### config.mk
export PLATFORM = sky130hd
export DESIGN_NAME = noc2_msg_assembler
export DESIGN_NICKNAME = d
export VERILOG_FILES = /design/src/rtl/noc2_msg_assembler.sv
export SDC_FILE = /design/constraint.sdc
export NUM_CORES = 1
export LEC_CHECK = 0
export CAP_MARGIN = 20
export CORE_AREA = 2 2 255 257
export CTS_CLUSTER_DIAMETER = 30
export CTS_CLUSTER_SIZE = 20
export DETAILED_ROUTE_END_ITERATION = 6
export DIE_AREA = 0 0 257 259
export GPL_ROUTABILITY_DRIVEN = 0
export GPL_TIMING_DRIVEN = 0
export MAX_ROUTING_LAYER = met4
export PLACE_DENSITY = 0.68
export SYNTH_ARGS = -nofsm -noshare
export SYNTH_HDL_FRONTEND = slang
export SYNTH_SLANG_ARGS = --single-unit
### constraint.sdc
create_clock -name clk -period 5.55 [get_ports clk]
set_clock_uncertainty 0.1 [all_clocks]
set_input_delay 1.3875 -clock clk [delete_from_list [all_inputs] [get_ports clk]]
set_output_delay 1.3875 -clock clk [all_outputs]
set_load 0.01 [all_outputs]
### src/rtl/noc2_msg_assembler.sv
// NoC2 message assembler: gathers a header flit plus up to PAYLOAD_FLITS payload
// flits into one wide message and holds it for the L1.5 until it is consumed.

module noc2_msg_slot (
  input  logic        clk,
  input  logic        rst,
  input  logic        clr,
  input  logic        we,
  input  logic [63:0] din,
  output logic [63:0] dout
);
  logic [63:0] slot_q, slot_d;

  always_comb begin
    slot_d = slot_q;
    if (clr)     slot_d = '0;
    else if (we) slot_d = din;
  end

  always_ff @(posedge clk) begin
    if (rst) slot_q <= '0;
    else     slot_q <= slot_d;
  end

  assign dout = slot_q;
endmodule

module noc2_msg_assembler #(
  parameter int PAYLOAD_FLITS = 8
) (
  input  logic                       clk,
  input  logic                       rst,
  input  logic                       noc2_in_val,
  input  logic [63:0]                noc2_in_data,
  output logic                       noc2_in_rdy,
  output logic                       msg_val,
  input  logic                       msg_rdy,
  output logic [63:0]                msg_header,
  output logic [64*PAYLOAD_FLITS-1:0] msg_data,
  output logic [7:0]                 msg_len,
  output logic                       msg_err
);
  typedef enum logic [1:0] {HDR, PAY, HOLD} state_e;

  localparam logic [8:0] MAX_LEN = 9'(PAYLOAD_FLITS);

  state_e      state_q, state_d;
  logic [7:0]  cnt_q, cnt_d;
  logic [7:0]  len_q, len_d;
  logic [63:0] hdr_q, hdr_d;
  logic        err_q, err_d;
  logic        slot_clr;
  logic [PAYLOAD_FLITS-1:0]       slot_we;
  logic [PAYLOAD_FLITS-1:0][63:0] slots;
  logic        xfer;
  logic [7:0]  in_len;

  assign xfer   = noc2_in_val && noc2_in_rdy;
  assign in_len = noc2_in_data[29:22];

  always_comb begin
    state_d  = state_q;
    cnt_d    = cnt_q;
    len_d    = len_q;
    hdr_d    = hdr_q;
    err_d    = err_q;
    slot_clr = 1'b0;
    slot_we  = '0;
    case (state_q)
      HDR: if (xfer) begin
        hdr_d    = noc2_in_data;
        len_d    = in_len;
        cnt_d    = '0;
        slot_clr = 1'b1;
        if ({1'b0, in_len} > MAX_LEN) err_d = 1'b1;
        state_d  = (in_len == 8'd0) ? HOLD : PAY;
      end
      PAY: if (xfer) begin
        // Flits beyond the buffer still count toward len but land nowhere.
        for (int k = 0; k < PAYLOAD_FLITS; k++)
          if (cnt_q == 8'(k)) slot_we[k] = 1'b1;
        cnt_d = cnt_q + 8'd1;
        if ({1'b0, cnt_q} + 9'd1 == {1'b0, len_q}) state_d = HOLD;
      end
      HOLD: if (msg_rdy) state_d = HDR;
      default: state_d = HDR;
    endcase
  end

  always_ff @(posedge clk) begin
    if (rst) begin
      state_q <= HDR;
      cnt_q   <= '0;
      len_q   <= '0;
      hdr_q   <= '0;
      err_q   <= 1'b0;
    end else begin
      state_q <= state_d;
      cnt_q   <= cnt_d;
      len_q   <= len_d;
      hdr_q   <= hdr_d;
      err_q   <= err_d;
    end
  end

  for (genvar g = 0; g < PAYLOAD_FLITS; g++) begin : g_slot
    noc2_msg_slot u_slot (
      .clk  (clk),
      .rst  (rst),
      .clr  (slot_clr),
      .we   (slot_we[g]),
      .din  (noc2_in_data),
      .dout (slots[g])
    );
  end

  // Ready is a pure decode of the state flop, so msg_rdy never reaches it.
  assign noc2_in_rdy = (state_q != HOLD);
  assign msg_val     = (state_q == HOLD);
  assign msg_header  = hdr_q;
  assign msg_len     = len_q;
  assign msg_err     = err_q;
  assign msg_data    = slots;
endmodule

==> results of run 1 <==
[through the flow]
stage | hold slack [ns] | total power [mW] | util [%] | worst slack, ns
finish | 0.350 | 13.2 | 53.8 | 1.10
global route | 0.364 | 13.5 | 53.8 | 0.885
CTS | 0.351 | 13.2 | 53.8 | 1.10
detailed placement | 0.345 | 5.05 | 46.3 | 0.631
global placement | 0.340 | 5.04 | 46.2 | 0.476
floorplan | 0.381 | 4.71 | - | 2.52
[flip-flops by register name, summed over array words and instances, names as in the netlist]
signal              count
g_slot.u_slot.dout    512
msg_header             57
cnt_q                   8
msg_len                 7
state_q                 2
msg_err                 1
[critical path, cell delays in order (launching register included)]
cell and delay (ns):
dfxtp_1 0.32, clkbuf_1 0.31, clkbuf_1 0.40, clkbuf_1 0.40
nand2b_1 0.25, inv_1 0.09, clkdlybuf4s50_1 0.48
[final cells by class]
type                    instances  area share, %
diodes                          3         0.0218
plain buffers                 260           5.68
clock buffers                 173           10.9
clock inverters                67           2.92
inverters                       3         0.0328
multi-input cells            1835           25.7
flip-flops and latches        587           34.2
well taps                     855           3.11
repair buffers                596           17.5
[metal layers]
metal,vias to the layer above,wire length [um],track usage [%]
li1,10099,-,-
met1,10379,38800,33.9
met2,943,44300,44.3
met3,242,7280,7.41
met4,0,5200,15.4
met5,-,0,-
[cells by family (layout without fill, tap and decap cells)]
kind of cell	Yosys count	in the layout
other	0	3
buffers and inverters	263	1099
AND/OR/NAND/NOR	1221	1221
adder cells (fa/ha/maj)	4	4
flip-flops	587	587
XOR/XNOR	13	13
AO/OA/AOI/OAI	597	597
[cell usage in the layout, fill, tap and decap left out, types with 7 or more instances in the layout]
| master | synthesis | final |
|---|---|---|
| a21oi_1 | 346 | 346 |
| a21oi_2 | 240 | 240 |
| and3_1 | 8 | 8 |
| buf_12 | 24 | 24 |
| buf_2 | 18 | 18 |
| buf_4 | 18 | 19 |
| buf_6 | 59 | 59 |
| bufinv_16 | 0 | 18 |
| clkbuf_1 | 132 | 146 |
| clkbuf_16 | 0 | 134 |
| clkbuf_8 | 5 | 29 |
| clkdlybuf4s50_1 | 0 | 591 |
| clkinv_2 | 0 | 26 |
| clkinv_8 | 0 | 7 |
| dfxtp_1 | 587 | 587 |
| nand2_1 | 1160 | 1160 |
| nand3_1 | 10 | 10 |
| nor2_1 | 13 | 13 |
| xnor2_1 | 8 | 8 |
[where the power goes]
part	internal (mW)	leakage (nW)	total, mW	switching [mW]
Combinational	0.205	4.36	0.667	0.462
Sequential	4.28	4.74	4.31	0.0313
Clock	5.59	2.33	8.19	2.60
[synthesized netlist by cell type (2+ instances only)]
cell type,count,share of area [%]
nand2b_1,5,0.14
xor2_1,5,0.19
ha_1,4,0.22
buf_1,4,0.067
xnor2_1,8,0.31
dfxtp_1,587,52
buf_2,18,0.40
or3_1,2,0.056
buf_12,24,2.1
or2_2,2,0.056
a21oi_1,346,7.7
a21o_1,3,0.10
nand3_1,10,0.22
clkbuf_8,5,0.31
nor3_1,6,0.13
nor2_1,13,0.22
o21ai_0,4,0.089
inv_1,3,0.050
a21oi_2,240,9.3
buf_6,59,2.9
clkbuf_1,132,2.2
nand2_1,1160,19
and3_1,8,0.22
nand3_2,4,0.18
buf_4,18,0.60
nor2b_1,2,0.056
[worst paths after layout]
check                                start                        to  slack, ns  cells past startpoint
setup / recovery                state_q[0]                   msg_val       1.10                      6
hold / removal    g_slot[0].u_slot.dout[2]  g_slot[0].u_slot.dout[2]       0.35                      2
setup reg to reg                state_q[1]  g_slot[5].u_slot.dout[0]       2.13                      7
hold reg to reg   g_slot[0].u_slot.dout[2]  g_slot[0].u_slot.dout[2]       0.35                      2
==> out/results.ini, run 1 <==
[layout]
regArea_mm2=0.0118
multi_input_area_mm2=0.00881
area_delta_synth_final_pct=52.5
fillers=5814
layout.cells.non_filler=4379
drive_above_1_share_pct=17.2
final_nets=3486
stdcell_area_mm2=0.0344

[clock_network]
ctsHoldBuffers=0
cts_resized=0
cts_root_buf=clkbuf_16
cts_max_level=4
postCtsSetupRepairBufs=0
clock_path_buffers=3
numCtsBuffers=131
clk_latency_ns=0.70
clkTransAtPathRegs_ns=0.04
cts_tree=yes
clock_sinks=587

[detailed_routing]
wl_per_cell_um=21.8
ant_nets=0
via_count=21663
first_pass_iters=6
route.detailed.drc=0
via_per_inst=4.95
drt_wl_total_mm=95.5
drt_first_iter_violations=1651

[grt]
grt_pass1_vias=20585
track_usage_pct=28.5
grt_max_degree=17
grt_overflow_total=0
antenna_found_initial=3
grt_pass1_wl_mm=137

[timing]
setup_violations=0
min_period_ns=4.45
relSlewSlack_pct=22.6
fin_crit_sh_pct=80.2
grt_setup_unrepaired=no
drv_slew=0
tns_ns=0
max_freq_mhz=225
final_hold_viol_count=0
worst_pin_slew_ns=1.16

[worst_setup_path]
crit_path_start_kind=flop
end_kind=output pin
crit_required_ns=4.06
path_class=reg2out
worstPathMaxFanout=10
critical_path_arrival_ns=2.96

[power]
p_per_area_mw_per_mm2=383
total_leakage_power_nw=11.4
ir_drop_mv=0.296

[synthesis]
synth-seq-cells=587
async_flop_share_pct=0
synthDistinctLibCells=39
synth_top_family_by_area=simple AND/OR/NAND/NOR gates
synth_compound_area_share_pct=17.4
syn_avg_cell_area_um2=8.39
synth_cells=2685
ys_seq_area_share_pct=52.2
synthMuxAreaShare_pct=0
synth-edff-count=0
synth-simple-area-share_pct=21.0
synth_xor_area_share_pct=0.505
syn_nets=2757
ys.flop_type=dfxtp_1
syn_area_mm2=0.0225
synthAdderAreaFrac_pct=0.222
ys_warn_count=0

[job]
drv_cap=0

[die]
die_height_um=259
rows=93
dieArea_mm2=0.0666
die_w_um=257
coreArea_mm2=0.0639
num_io_pins=655
initial_core_util_pct=35.3

[placement]
place_area_mm2=0.0296
port_buffers=591
dp_hpwl_mm=65.7
placed_cells=4136

[outcome]
status=complete, no violations

[worst_hold_path]
worstHoldPathType=reg2reg

Power figures use the tool's default switching activity.
==> inputs of run 2 (changes only) <==
- PLACE_DENSITY: 0.68 -> 0.71
- clock period: 5.55 -> 3.9 ns (I/O delays scaled with it)
==> out/results.ini, run 2 (same netlist as run 1, synthesis figures left out) <==
[die]
dieArea_mm2=0.0666  ; unchanged
coreArea_mm2=0.0639  ; unchanged
initial_core_util_pct=35.3  ; unchanged
rows=93  ; unchanged
die_height_um=259  ; unchanged
num_io_pins=655  ; unchanged
die_w_um=257  ; unchanged

[timing]
relSlewSlack_pct=34.7  ; +12 points
final_hold_viol_count=0  ; unchanged
worst_pin_slew_ns=0.979  ; -0.178 ns
whs_ns=0.350  ; +0.000178 ns
fin_crit_sh_pct=95.0
drv_slew=0  ; unchanged
min_period_ns=3.71
max_freq_mhz=270
setup_violations=0  ; unchanged
grt_setup_unrepaired=no
setup_ws_ns=0.194  ; -0.905 ns

[layout]
mostFrequentLayoutCell=nand2_1
final_cell_mix=nand2_1, clkdlybuf4s50_1, dfxtp_1
drive_above_1_share_pct=17.1  ; -0.079 points
area_delta_synth_final_pct=51.3
largest_reg_flops=512  ; unchanged
fillers=5751  ; -1.1%
final_nets=3476  ; -0.29%

[grt]
antenna_found_initial=3  ; unchanged
track_usage_pct=27.7  ; -0.79 points
grt_max_degree=20  ; +3
grt_pass1_vias=20176  ; -2.0%
grt_overflow_total=0  ; unchanged
grt_pass1_wl_mm=134  ; -2.1%

[detailed_routing]
ant_nets=0  ; unchanged
wl_per_cell_um=21.5  ; -1.3%
drt_first_iter_violations=1606  ; -2.7%
route.detailed.drc=0  ; unchanged
via_per_inst=4.95  ; about the same
first_pass_iters=5  ; -1
via_count=21586  ; -0.36%
drt_wl_total_mm=94.0  ; -1.6%

[clock_network]
clock_sinks=587  ; unchanged
numCtsBuffers=120  ; -8.4%
postCtsSetupRepairBufs=0  ; unchanged
ctsHoldBuffers=0  ; unchanged
clk_latency_ns=0.66  ; -0.04 ns
cts_resized=1  ; +1
cts_tree=yes
clock_path_buffers=3  ; unchanged
cts_max_level=3  ; -1
clkTransAtPathRegs_ns=0.05  ; about the same
cts_root_buf=clkbuf_16

[power]
total_power_mw=18.0  ; +37%
total_leakage_power_nw=11.2  ; -1.6%
p_per_area_mw_per_mm2=529  ; +38%
ir_drop_mv=0.380  ; +29%

[placement]
port_buffers=591  ; unchanged
pre_cts_ws_ns=-0.360  ; -0.991 ns
dp_hpwl_mm=65.3  ; -0.71%

[worst_setup_path]
worstPathMaxFanout=19  ; +9
end_kind=output pin
critical_path_arrival_ns=2.63  ; -0.33 ns
crit_path_start_kind=flop
crit_required_ns=2.82  ; -1.24 ns
path_class=reg2out

[worst_hold_path]
worstHoldPathType=reg2reg

[job]
drv_cap=0  ; unchanged

[outcome]
status=complete, no violations

## run 2: cell types whose count changed in the layout (fill, tap and decap cells not counted), sizes merged
cell,before,now
diode,3,2
clkbuf,310,291
clkinv,43,26
inv,5,10
clkinvlp,4,19
bufinv,18,19
buf,128,130
## run 2: layout make-up
type	instances	area, um2	area share (%)
sequential	587	11800	34.5
multi-input combinational	1835	8820	25.9
timing repair buffer	598	6040	17.7
clock buffer	155	3420	10.0
buffer	259	1950	5.72
tap	855	1070	3.14
clock inverter	71	1020	3.00
inverter	3	11.3	0.0330
antenna	2	5.00	0.0147
## run 2: worst paths after layout
path,startpoint,endpoint,slack (ns),cells after the start
worst max-delay path,state_q[0],noc2_in_rdy,0.19,4
worst min-delay path,g_slot[3].u_slot.dout[58],g_slot[3].u_slot.dout[58],0.35,2
worst max register to register,state_q[1],g_slot[5].u_slot.dout[33],0.73,8
worst min register to register,g_slot[3].u_slot.dout[58],g_slot[3].u_slot.dout[58],0.35,2
## run 2: per-layer routing
metal,global-route usage (%),share of wire (%)
met5,-,0
met4,12.5,4.3
met3,5.89,7.5
met2,44.0,47
met1,33.9,41
## run 2: metrics by stage
| step | setup TNS (ns) | area (um2) | utilization [%] | std cells |
|---|---|---|---|---|
| 4_1_cts | 0 | 34100 | 53.3 | 4363 |
| 3_5_place_dp | -70.99 | 29600 | 46.4 | 4138 |
| 6_report | 0 | 34100 | 53.4 | 4365 |
| 3_3_place_gp | -276.32 | 29500 | 46.2 | 4131 |
| 5_1_grt | 0 | 34100 | 53.3 | 4363 |
| 2_1_floorplan | 0 | 22500 | - | 2685 |
## run 2: critical path: stages (launching register included)
cell and delay [ns]:
dfxtp_1 0.33, clkbuf_1 0.28, clkbuf_2 0.44, nand2b_1 0.34, clkdlybuf4s50_1 0.60
## run 2: power breakdown
part	internal [mW]	leakage (nW)	total [mW]	switching, mW
Clock	7.44	2.12	11.0	3.52
Sequential	6.08	4.74	6.12	0.0459
Combinational	0.293	4.38	0.947	0.653
Total	13.8	11.2	18.0	4.22
==> inputs of run 3 (changes only) <==
- REMOVE_ABC_BUFFERS: unset -> 1
==> out/results.ini, run 3 (same netlist as run 1, synthesis figures left out) <==
[outcome]
status=complete, no violations

[layout]
final_cell_mix=nand2_1, clkdlybuf4s50_1, dfxtp_1
mostFrequentLayoutCell=nand2_1
antennaDiodeCount=0  ; -2
drive_above_1_share_pct=15.4  ; -1.7 points
largest_reg_flops=512  ; unchanged
fillers=5669  ; -1.4%
final_nets=3312  ; -4.7%
area_delta_synth_final_pct=49.3

[detailed_routing]
wl_per_cell_um=19.7  ; -8.4%
drt_first_iter_violations=1566  ; -2.5%
route.detailed.drc=0  ; unchanged
via_per_inst=4.95  ; +0.13%
ant_nets=0  ; unchanged
drt_wl_total_mm=82.9  ; -12%
first_pass_iters=5  ; unchanged
via_count=20801  ; -3.6%

[worst_setup_path]
critical_path_arrival_ns=4.29  ; +1.66 ns
crit_required_ns=4.36  ; +1.54 ns
crit_buf_inv=5  ; +2
end_kind=flop
cpMostUsedCell=buf_16
worstPathMaxFanout=69  ; +50
slowest_stage=clkdlybuf4s50_1
cp_top_family=buffers and inverters
max_stage_delay_ns=0.62  ; +0.02 ns
crit_chain=clkdlybuf4s50_1 -> nand2b_1 -> or2_4 -> nand2b_4 -> buf_16 -> buf_16 -> buf_16 -> buf_16 -> a21oi_1
crit_path_start_kind=primary input
path_class=in2reg

[timing]
final_hold_viol_count=0  ; unchanged
worst_pin_slew_ns=0.824  ; -0.155 ns
max_freq_mhz=261  ; -3.1%
drv_slew=0  ; unchanged
fin_crit_sh_pct=98.1  ; +3.0 points
min_period_ns=3.82  ; +0.119 ns
relSlewSlack_pct=44.6  ; +9.9 points
setup_ws_ns=0.0750  ; -0.119 ns
grt_setup_unrepaired=no
setup_violations=0  ; unchanged

[grt]
grt_pass1_wl_mm=124  ; -7.5%
grt_pass1_vias=20135  ; -0.20%
grt.busiest_layer=met2
antenna_found_initial=0  ; -3
met1_usage_pct=29.5  ; -4.4 points
grt_overflow_total=0  ; unchanged
use_met3_pct=7.59  ; +1.7 points
met2_usage_pct=38.6  ; -5.4 points
grt_max_degree=70  ; +250%
track_usage_pct=24.9  ; -2.9 points

[clock_network]
cts_max_level=4  ; +1
cts_root_buf=clkbuf_16
ctsHoldBuffers=0  ; unchanged
cts_resized=0  ; -1
clkTransAtPathRegs_ns=0.04  ; about the same
postCtsSetupRepairBufs=0  ; unchanged
numCtsBuffers=130  ; +8.3%
clock_path_buffers=3  ; unchanged
clk_latency_ns=0.68  ; +0.02 ns
cts_tree=yes
clock_sinks=587  ; unchanged

[die]
die_height_um=259  ; unchanged
initial_core_util_pct=35.3  ; unchanged
num_io_pins=655  ; unchanged
dieArea_mm2=0.0666  ; unchanged
coreArea_mm2=0.0639  ; unchanged
rows=93  ; unchanged
die_w_um=257  ; unchanged

[power]
p_per_area_mw_per_mm2=544  ; +2.8%
total_leakage_power_nw=10.9  ; -2.8%
ir_drop_mv=0.437  ; +15%
total_power_mw=18.3  ; +1.4%

[placement]
port_buffers=654  ; +11%
pre_cts_ws_ns=-0.507  ; -0.147 ns
dp_hpwl_mm=52.9  ; -19%

[job]
drv_cap=0  ; unchanged

[worst_hold_path]
worstHoldPathType=reg2reg

[run 3: changes by cell type in the layout (fill, tap and decap cells not counted), moves of 15 or more]
| cell | change |
|---|---|
| clkdlybuf4s50_1 | +62 |
| buf_4 | -18 |
| clkbuf_1 | -121 |
| buf_16 | +15 |
| buf_6 | -59 |
| buf_2 | -18 |
[run 3: cell type report]
type / instances / area, um2 / area share, %
timing repair buffer: 683 / 7250 / 21.6
inverter: 3 / 11.3 / 0.0335
clock inverter: 66 / 922 / 2.74
sequential: 587 / 11800 / 34.9
multi-input combinational: 1835 / 8950 / 26.6
clock buffer: 172 / 3670 / 10.9
tap: 855 / 1070 / 3.18
[run 3: worst paths after layout]
| check | slack, ns | cells past startpoint | from | endpoint |
|---|---|---|---|---|
| setup / recovery | 0.08 | 9 | noc2_in_val | g_slot[2].u_slot.dout[42] |
| hold / removal | 0.35 | 2 | g_slot[0].u_slot.dout[23] | g_slot[0].u_slot.dout[23] |
| hold reg to reg | 0.35 | 2 | g_slot[0].u_slot.dout[23] | g_slot[0].u_slot.dout[23] |
| setup reg to reg | 0.37 | 8 | state_q[0] | g_slot[2].u_slot.dout[42] |
[run 3: power by group]
group / switching [mW] / internal, mW
Clock: 3.65 / 7.66
Combinational: 0.556 / 0.299
Sequential: 0.0448 / 6.09
[run 3: stage by stage]
step	cell area, um2	setup TNS, ns	util, %	std cells	hold WS (ns)
global route	33600	0	52.6	4201	0.366
global placement	28200	-9386.46	44.1	3934	0.340
finish	33600	0	52.6	4201	0.349
detailed placement	29000	-46.07	45.5	3963	0.345
CTS	33600	0	52.6	4201	0.351
floorplan	20600	-5078.78	-	2425	0.374
[run 3: worst min-delay path, delay by kind of cell (launching register included)]
family	cells	cell delay [ns]
and+or+nand+nor	1	0.05
DFF	1	0.30
AOI/OAI and AO/OA	1	0.05
[run 3: layer usage]
metal,share of wire [%],wire length (um)
met5,0,0
met4,4.0,3310
met3,8.7,7250
met2,47,38900
met1,40,33500
